--- src/rtl/jogador_automatico_pkg.sv ---
// Shared definitions for the automatic memory-game player: state codes,
// default timing constants and a one-hot helper.
package jogador_automatico_pkg;

  typedef enum logic [3:0] {
    OCIOSO    = 4'd0,
    CAPTURA   = 4'd1,
    ESPERA    = 4'd2,
    PRESSIONA = 4'd3,
    SOLTA     = 4'd4
  } estado_t;

  localparam int MAX_JOG_PADRAO = 16;
  localparam int T_WAIT_PADRAO  = 10;
  localparam int T_PRESS_PADRAO = 10;
  localparam int T_GAP_PADRAO   = 10;

  function automatic logic eh_one_hot(input logic [3:0] valor);
    return (valor != 4'b0000) && ((valor & (valor - 4'd1)) == 4'b0000);
  endfunction

endpackage

--- src/rtl/jogador_automatico_temporizador.sv ---
// Loadable down-counter shared by the wait, press and release phases.
// It stops at zero and flags it on fim.
module temporizador_jogador (
  input  logic       clock,
  input  logic       reset,
  input  logic       carrega,
  input  logic [7:0] valor,
  output logic       fim
);

  logic [7:0] contagem;

  always_ff @(posedge clock or posedge reset) begin
    if (reset) begin
      contagem <= 8'd0;
    end else if (carrega) begin
      contagem <= valor;
    end else if (contagem != 8'd0) begin
      contagem <= contagem - 8'd1;
    end
  end

  assign fim = (contagem == 8'd0);

endmodule

--- src/rtl/jogador_automatico.sv ---
// Automatic player: records the LED sequence shown by the game and replays it
// on botoes with fixed press/release timing.
module jogador_automatico
  import jogador_automatico_pkg::*;
#(
  parameter int MAX_JOG = MAX_JOG_PADRAO,
  parameter int T_WAIT  = T_WAIT_PADRAO,
  parameter int T_PRESS = T_PRESS_PADRAO,
  parameter int T_GAP   = T_GAP_PADRAO
) (
  input  logic       clock,
  input  logic       reset,
  input  logic       habilitar,
  input  logic [3:0] leds,
  input  logic       mostra_leds,
  input  logic       pronto,
  output logic [3:0] botoes,
  output logic       ocupado,
  output logic [4:0] n_gravadas,
  output logic       erro_captura,
  output logic [3:0] db_estado
);

  localparam int IW = $clog2(MAX_JOG);

  estado_t       estado, estado_prox;
  logic [3:0]    leds_q;
  logic          mostra_q;
  logic [3:0]    buf_jog [MAX_JOG];
  logic [IW-1:0] idx, idx_prox;

  logic       zera_n, grava, marca_erro, zera_idx, inc_idx;
  logic       carrega, fim;
  logic [7:0] valor;
  logic       nova_tecla, mostra_sobe, em_replay;

  assign nova_tecla  = (leds_q == 4'b0000) && (leds != 4'b0000);
  assign mostra_sobe = mostra_leds && !mostra_q;
  assign em_replay   = (estado == ESPERA) || (estado == PRESSIONA) || (estado == SOLTA);

  temporizador_jogador u_temporizador (
    .clock   (clock),
    .reset   (reset),
    .carrega (carrega),
    .valor   (valor),
    .fim     (fim)
  );

  // Timer is loaded with T-1 so each phase lasts exactly T cycles, ending on fim.
  always_comb begin
    estado_prox = estado;
    zera_n      = 1'b0;
    grava       = 1'b0;
    marca_erro  = 1'b0;
    zera_idx    = 1'b0;
    inc_idx     = 1'b0;
    carrega     = 1'b0;
    valor       = 8'd0;

    if (!habilitar) begin
      estado_prox = OCIOSO;
    end else if (pronto) begin
      estado_prox = OCIOSO;
      zera_n      = 1'b1;
    end else if (mostra_sobe && em_replay) begin
      estado_prox = CAPTURA;
      zera_n      = 1'b1;
    end else begin
      case (estado)
        OCIOSO: begin
          if (mostra_leds) begin
            estado_prox = CAPTURA;
            zera_n      = 1'b1;
          end
        end
        CAPTURA: begin
          if (mostra_leds) begin
            if (nova_tecla) begin
              if (!eh_one_hot(leds) || (n_gravadas == 5'(MAX_JOG))) begin
                marca_erro = 1'b1;
              end else begin
                grava = 1'b1;
              end
            end
          end else if (n_gravadas != 5'd0) begin
            estado_prox = ESPERA;
            carrega     = 1'b1;
            valor       = 8'(T_WAIT - 1);
          end else begin
            estado_prox = OCIOSO;
          end
        end
        ESPERA: begin
          if (fim) begin
            estado_prox = PRESSIONA;
            zera_idx    = 1'b1;
            carrega     = 1'b1;
            valor       = 8'(T_PRESS - 1);
          end
        end
        PRESSIONA: begin
          if (fim) begin
            estado_prox = SOLTA;
            carrega     = 1'b1;
            valor       = 8'(T_GAP - 1);
          end
        end
        SOLTA: begin
          if (fim) begin
            if ((5'(idx) + 5'd1) < n_gravadas) begin
              estado_prox = PRESSIONA;
              inc_idx     = 1'b1;
              carrega     = 1'b1;
              valor       = 8'(T_PRESS - 1);
            end else begin
              estado_prox = OCIOSO;
            end
          end
        end
        default: estado_prox = OCIOSO;
      endcase
    end
  end

  always_comb begin
    idx_prox = idx;
    if (zera_idx) begin
      idx_prox = '0;
    end else if (inc_idx) begin
      idx_prox = idx + 1'b1;
    end
  end

  // botoes follows the next state so the press lines up with PRESSIONA itself.
  always_ff @(posedge clock or posedge reset) begin
    if (reset) begin
      estado       <= OCIOSO;
      botoes       <= 4'b0000;
      n_gravadas   <= 5'd0;
      erro_captura <= 1'b0;
      idx          <= '0;
      leds_q       <= 4'b0000;
      mostra_q     <= 1'b0;
    end else begin
      estado   <= estado_prox;
      leds_q   <= leds;
      mostra_q <= mostra_leds;
      idx      <= idx_prox;
      botoes   <= (estado_prox == PRESSIONA) ? buf_jog[idx_prox] : 4'b0000;
      if (zera_n) begin
        n_gravadas <= 5'd0;
      end else if (grava) begin
        n_gravadas <= n_gravadas + 5'd1;
      end
      if (marca_erro) begin
        erro_captura <= 1'b1;
      end
    end
  end

  always_ff @(posedge clock) begin
    if (grava) begin
      buf_jog[n_gravadas[IW-1:0]] <= leds;
    end
  end

  assign ocupado   = (estado != OCIOSO);
  assign db_estado = estado;

endmodule

--- config.mk ---
export PLATFORM = sky130hd
export DESIGN_NAME = jogador_automatico
export DESIGN_NICKNAME = d
export VERILOG_FILES = /design/src/rtl/jogador_automatico_pkg.sv /design/src/rtl/jogador_automatico_temporizador.sv /design/src/rtl/jogador_automatico.sv
export SDC_FILE = /design/constraint.sdc
export NUM_CORES = 1
export LEC_CHECK = 0
export CAP_MARGIN = 30
export CORE_MARGIN = 2
export CORE_UTILIZATION = 55
export DETAILED_ROUTE_END_ITERATION = 16
export GPL_TIMING_DRIVEN = 0
export MAX_ROUTING_LAYER = met4
export PLACE_DENSITY = 0.84
export RECOVER_POWER = 100
export SLEW_MARGIN = 20
export SYNTH_ARGS = -nofsm -noshare
export SYNTH_HDL_FRONTEND = slang
export SYNTH_SLANG_ARGS = --single-unit
--- constraint.sdc ---
create_clock -name clock -period 3.1 [get_ports clock]
set_input_delay 0.62 -clock clock [delete_from_list [all_inputs] [get_ports clock]]
set_output_delay 0.62 -clock clock [all_outputs]
set_load 0.01 [all_outputs]
# Word level (Yosys, flattened, before mapping)
# Memory sizes are Yosys's and may differ from the RTL's.
# Index checks and enable logic that the tools add are counted.
# word_totals
register_bits,31
latchBits,0
ram_bits,64
mem_bits_ro,0
inputBits,9
wordCells,107
memories,1
# mem_list
memory,depth,width,rd,rd_clocked_by_memory_dff,write_ports,line_no,source
buf_jog,16,4,1,0,1,jogador_automatico.sv:29,logic [3:0] buf_jog [MAX_JOG];
# op_classes
n_addsub,5
n_mul,0
div,0
magnitude_cmp,1
n_eq_ne,6
shifts,0
n_mux,65
bitwise_logic,1
n_reduce_logical,20
# op_table
operator,n
4-bit two-way mux,19
1-bit two-way mux,37
4-bit one-hot mux with 5 select lines,1
8-bit two-way mux,2
"4-bit by 2-bit equality test with 1-bit output, second input constant",3
4-bit logical NOT,3
4-bit one-hot mux with 3 select lines,1
5-bit two-way mux,2
8-bit logical NOT,1
4-bit nonzero test,2
8-bit nonzero test,1
"8-bit by 1-bit subtractor with 8-bit output, second input constant",1
"4-bit by 1-bit adder with 5-bit output, second input constant",1
"5-bit by 1-bit adder with 5-bit output, second input constant",1
"5-bit equality test, second input constant",1
5-bit less-than comparator,1
5-bit nonzero test,1
"4-bit by 1-bit adder with 4-bit output, second input constant",1
4-bit bitwise AND,1
"4-bit by 1-bit equality test with 1-bit output, second input constant",1
"4-bit by 3-bit equality test with 1-bit output, second input constant",1
1-bit logical AND,4
2-bit two-way mux,2
2-bit nonzero test,2
other kinds (5),8

# Depth between registers and ports, before layout
# depth
word_depth,15
mapped_depth,15

# By module
# A second synthesis with hierarchy kept.
# hier_totals
cells_unflattened,368
hier_area_um2,4578.1
# by_module_without_submodules
mod,instances,cells_each,area_per_inst_um2,seq_area_each_um2
jogador_automatico,1,312,4081.4,2497.4
temporizador_jogador,1,56,496.7,200.2

# Worst setup path after synthesis
# No wires, ideal clock.
# synth_timing
path_type,register to register
from,reg idx[1]
to,reg botoes[2]
setup_ns,0.101
arrival_time_ns,3.213
path_slack_ns,-0.214
stages_incl_launch_ff,15
path_cell_list,dfrtp_1 ha_1 and3_1 ha_1 nand4_1 o211ai_4 a2bb2oi_1 buf_2 o21ai_1 and2_4 buf_6 inv_2 a2111oi_1 or4b_1 o32ai_1
# synth_via
elab_chain_len,12
elab_cells_between_ends,20
# synth_lines
item,line_no,source
"start, declared",jogador_automatico.sv:30,"logic [IW-1:0] idx, idx_prox;"
"start signal, assigned",jogador_automatico.sv:148,idx <= idx_prox;
4-bit by 1-bit adder with 5-bit output,jogador_automatico.sv:110,if ((5'(idx) + 5'd1) < n_gravadas) begin
5-bit less-than comparator,jogador_automatico.sv:110,
1-bit two-way mux,jogador_automatico.sv:110,
1-bit two-way mux,jogador_automatico.sv:109,if (fim) begin
1-bit two-way mux,jogador_automatico.sv:69,case (estado)
1-bit two-way mux,jogador_automatico.sv:65,end else if (mostra_sobe && em_replay) begin
1-bit two-way mux,jogador_automatico.sv:62,end else if (pronto) begin
1-bit two-way mux,jogador_automatico.sv:60,if (!habilitar) begin
4-bit two-way mux (*),jogador_automatico.sv:129,end else if (inc_idx) begin
4-bit two-way mux (*),jogador_automatico.sv:127,if (zera_idx) begin
net idx_prox[1],jogador_automatico.sv:30,
memory read 16 x 4 bit (*),-,
4-bit two-way mux (*),jogador_automatico.sv:149,botoes <= (estado_prox == PRESSIONA) ? buf_jog[idx_prox] : 4'b0000;
"end signal, assigned",jogador_automatico.sv:149,
"end, declared",jogador_automatico.sv:17,"output logic [3:0] botoes,"
# Mark *: on every way through the listed nets, which the timed path passes. The rest lies on a longest branch.
# A chain may end at the register's enable or synchronous reset.

# Final worst setup path
# layout_timing
from,reg idx[0]
to,reg botoes[2]
# Same word-level chain as after synthesis.

==> run metrics <==
status=complete, but fails checks; failing checks=setup timing; Die Footprint=just over 0.01 mm2; met2 global-route usage=45.55%; cell class contributing the biggest share of worst-path delay=simple AND/OR/NAND/NOR gates; clock skew=0.01928 ns; main flop type after synthesis=edfxtp_1; global-route wire length before repair=21.88 mm; horizontal extent of the die=around 100 um; final period utilization=111.2%; Worst Path Required=~3.4 ns; average routed wire per standard cell=21.57 um; area of the placeable core=between 0.009 and 0.01 mm2; share of the core filled with cells=around 69%; share of async-settable or async-resettable flops after synthesis=around 33%; max-slew headroom at the worst pin=14.74%; ranking of synthesized cells by instance count=64 x edfxtp_1, 41 x nor2_1, 40 x nand2_1, 31 x dfrtp_1, 24 x nand3_1; number of global-route vias before repair=4147; first-iteration detailed-routing DRC count=535; unrepaired setup endpoints after global routing=yes; clock slew seen by the registers of the worst setup and hold paths=0.10 ns; count of H-tree levels built during CTS=3; most frequent cell after synthesis=edfxtp_1; Cell Rows=35; number of placed cells counting well taps=615; total of warnings raised by yosys=0; Pleak=0.002346 uW; layout cells sized above 1=27.17%; final setup vio count=4; final-stage net count=545; total of buffers placed on input and output ports=23; via-per-instance ratio=6.545; largest net degree at the start of global routing=32; most crowded layer after global routing=met2; Data arrival, critical path=3.71 ns; Fin. Hold Viols=0; detailed-route via count=~4300; largest cells by area after synthesis=edfxtp_1 37%, dfrtp_1 15%, nor2_1 2.9%, mux2i_1 2.9%, nand2_1 2.9%; Final ANT Viol Nets=0; netlist area before placement=0.005258 mm2; Cells after Synth=between 400 and 500; highest achievable clock rate=290.1 MHz; actual transition at the worst max-transition pin=1.277 ns; number of synthesized flops with an enable pin=64; initial core utilization=56.90%; crit-path max cell delay=0.45 ns; cell-by-cell trace of the critical path=buf_6, nand3_4, xnor2_2, ha_1, nand4_1, o211ai_4, buf_6, a211oi_4, buf_4, nand4b_1, and2_4, buf_8, clkinv_8, buf_4, or3_1, a21oi_1, o32ai_2; number of buffers added by the clock tree synthesis step=9; portion of synthesized cell area occupied by the leading cell type=36.55%; drc violations=0; deepest clock path buffer count=2; global placer's final weighted congestion=around 0.96; maximum resistive drop on vdd=0.0002677 V; worst-case setup margin in the final layout=-0.3470 ns; number of nets produced by synthesis=483; total half-perimeter wirelength after legalization and detailed placement=9.108 mm; post-route insts no fill=between 600 and 700; grt total ovfl=0; Crit Path Class=flop to flop; number of antenna violations at the first check in global routing=0; root buffer cell=clkbuf_8; Min Clock Period, post-route=3.447 ns; layout overhead on the synthesized area=21.68%; Seq/Total Area, Yosys=51.31%; startpoint types=flop; Min-Delay Path Class=flop to flop; slowest CP cell=dfrtp_1; met1 Resource Use GR=38.51%; post-synth top area cell=edfxtp_1; Worst setup EP type=flop; Netlist cell types=81; global-route total usage across every layer=29.27%; overall die height=101.8 um; Global Route met3 Usage=between 3 and 4%; Yosys reg bits=between 90 and 100; first-pass iteration count of the detailed router=6; areal power density over the cells=418.5 mW/mm2; number of pins exceeding their max-slew limit in the final report=0; register-to-register setup slack=-0.35 ns; Ports=24; Post-CTS Hold Fix Bufs=0; final routed wirelength across all metal layers=around 14 mm; clock insertion delay at the later pin of the skew report=between 0.3 and 0.4 ns; syn avg cell area=11.36 um2; clock tree from TritonCTS=done; TritonCTS sink count=95; largest fanout on the critical path=6; CP Buf/Inv Count=6; antenna fix cells=0; Max-cap violations=0
-- flip-flops by register name, summed over array words and instances (netlist names) --
register	flops
idx	4
n_gravadas	5
leds_q	4
db_estado	4
mostra_q	1
botoes	4
buf_jog	64
erro_captura	1
u_temporizador.contagem	8
-- per-layer routing --
| layer | vias to the layer above | share of wire [%] |
|---|---|---|
| li1 | 1890 | - |
| met1 | 2089 | 39 |
| met2 | 272 | 48 |
| met3 | 62 | 8.8 |
| met4 | 0 | 4.6 |
| met5 | - | 0 |
-- per-stage QoR --
stage | TNS [ns] | hold WS [ns] | setup WS, ns | power, uW | area [um2]
floorplan | -0.04572 | 0.4932 | -0.04572 | 1770 | 5311
global placement | -55.73 | 0.4453 | -1.130 | 1858 | 5703
detailed placement | -61.62 | 0.4470 | -1.220 | 1882 | 5703
CTS | -0.7497 | 0.4679 | -0.2344 | 2648 | 6250
global route | -1.651 | 0.4848 | -0.4595 | 2773 | 6397
finish | -1.219 | 0.4568 | -0.3470 | 2677 | 6397
-- power breakdown --
| group | internal [uW] | total [uW] | switching [uW] | leakage [uW] |
|---|---|---|---|---|
| clock | 306 | 789 | 483 | 0.0000830 |
| combinational | 172 | 398 | 226 | 0.00129 |
| sequential | 1420 | 1490 | 75.3 | 0.000970 |
| total | 1890 | 2680 | 784 | 0.00235 |
-- worst register-to-register path, delay by kind of cell (launching register included) --
kind                     cells  cell delay (ns)
flip-flops                   1             0.45
AO/OA/AOI/OAI                4             0.69
buffers and inverters        6             0.79
AND/OR/NAND/NOR              5             0.92
adder cells (fa/ha/maj)      1             0.32
XOR/XNOR                     1             0.16
-- cell usage in the layout, fill, tap and decap left out, types with 5 or more instances in the layout --
master / count
nor2_2: 10
mux2_2: 5
a21oi_1: 19
ha_1: 9
xnor2_1: 7
a31o_2: 6
clkdlybuf4s50_1: 6
nand4_1: 5
buf_4: 30
clkbuf_8: 9
inv_1: 18
buf_6: 7
nor3_4: 5
mux2i_1: 15
a211o_1: 8
nor2_1: 32
o211ai_1: 8
clkbuf_1: 9
nand3_1: 23
o211a_1: 6
dfrtp_1: 28
nand2_1: 36
o21ai_0: 12
dlygate4sd3_1: 13
edfxtp_1: 64
-- layout make-up --
cell class              count  area, um2
repair buffers             55      461.7
clock buffers              10      127.6
fillers                   612       2843
plain buffers              19      126.4
multi-input cells         324       2664
flip-flops and latches     95       2701
inverters                  21      101.3
clock inverters             6      53.80
well taps                 129      161.4
-- final timing paths --
path | start | to | cells past startpoint
setup / recovery | idx[0] | botoes[2] | 17
hold / removal | erro_captura | erro_captura | 1
setup reg to reg | idx[0] | botoes[2] | 17
hold reg to reg | erro_captura | erro_captura | 1
max in group asynchronous | reset | idx[2] | 2
min in group asynchronous | reset | leds_q[1] | 2
-- repair_timing --
item,4_1_cts,5_1_grt
setup buffers,27,5
pin swaps,21,18
resized for setup,49,34
endpoints found under the setup margin,70,65
-- logic make-up (layout without fill, tap and decap cells) --
family | Yosys count | after routing | share of synthesized area, %
and+or+nand+nor | 163 | 163 | 16.90
AOI/OAI and AO/OA | 111 | 111 | 16.16
DFF | 95 | 95 | 51.31
buffers and inverters | 44 | 111 | 4.164
muxes | 26 | 26 | 6.782
xor gates and xnor gates | 12 | 12 | 1.999
adders and majority gates | 11 | 11 | 2.618
other | 1 | 1 | 0.07133
Power figures use the tool's default switching activity.
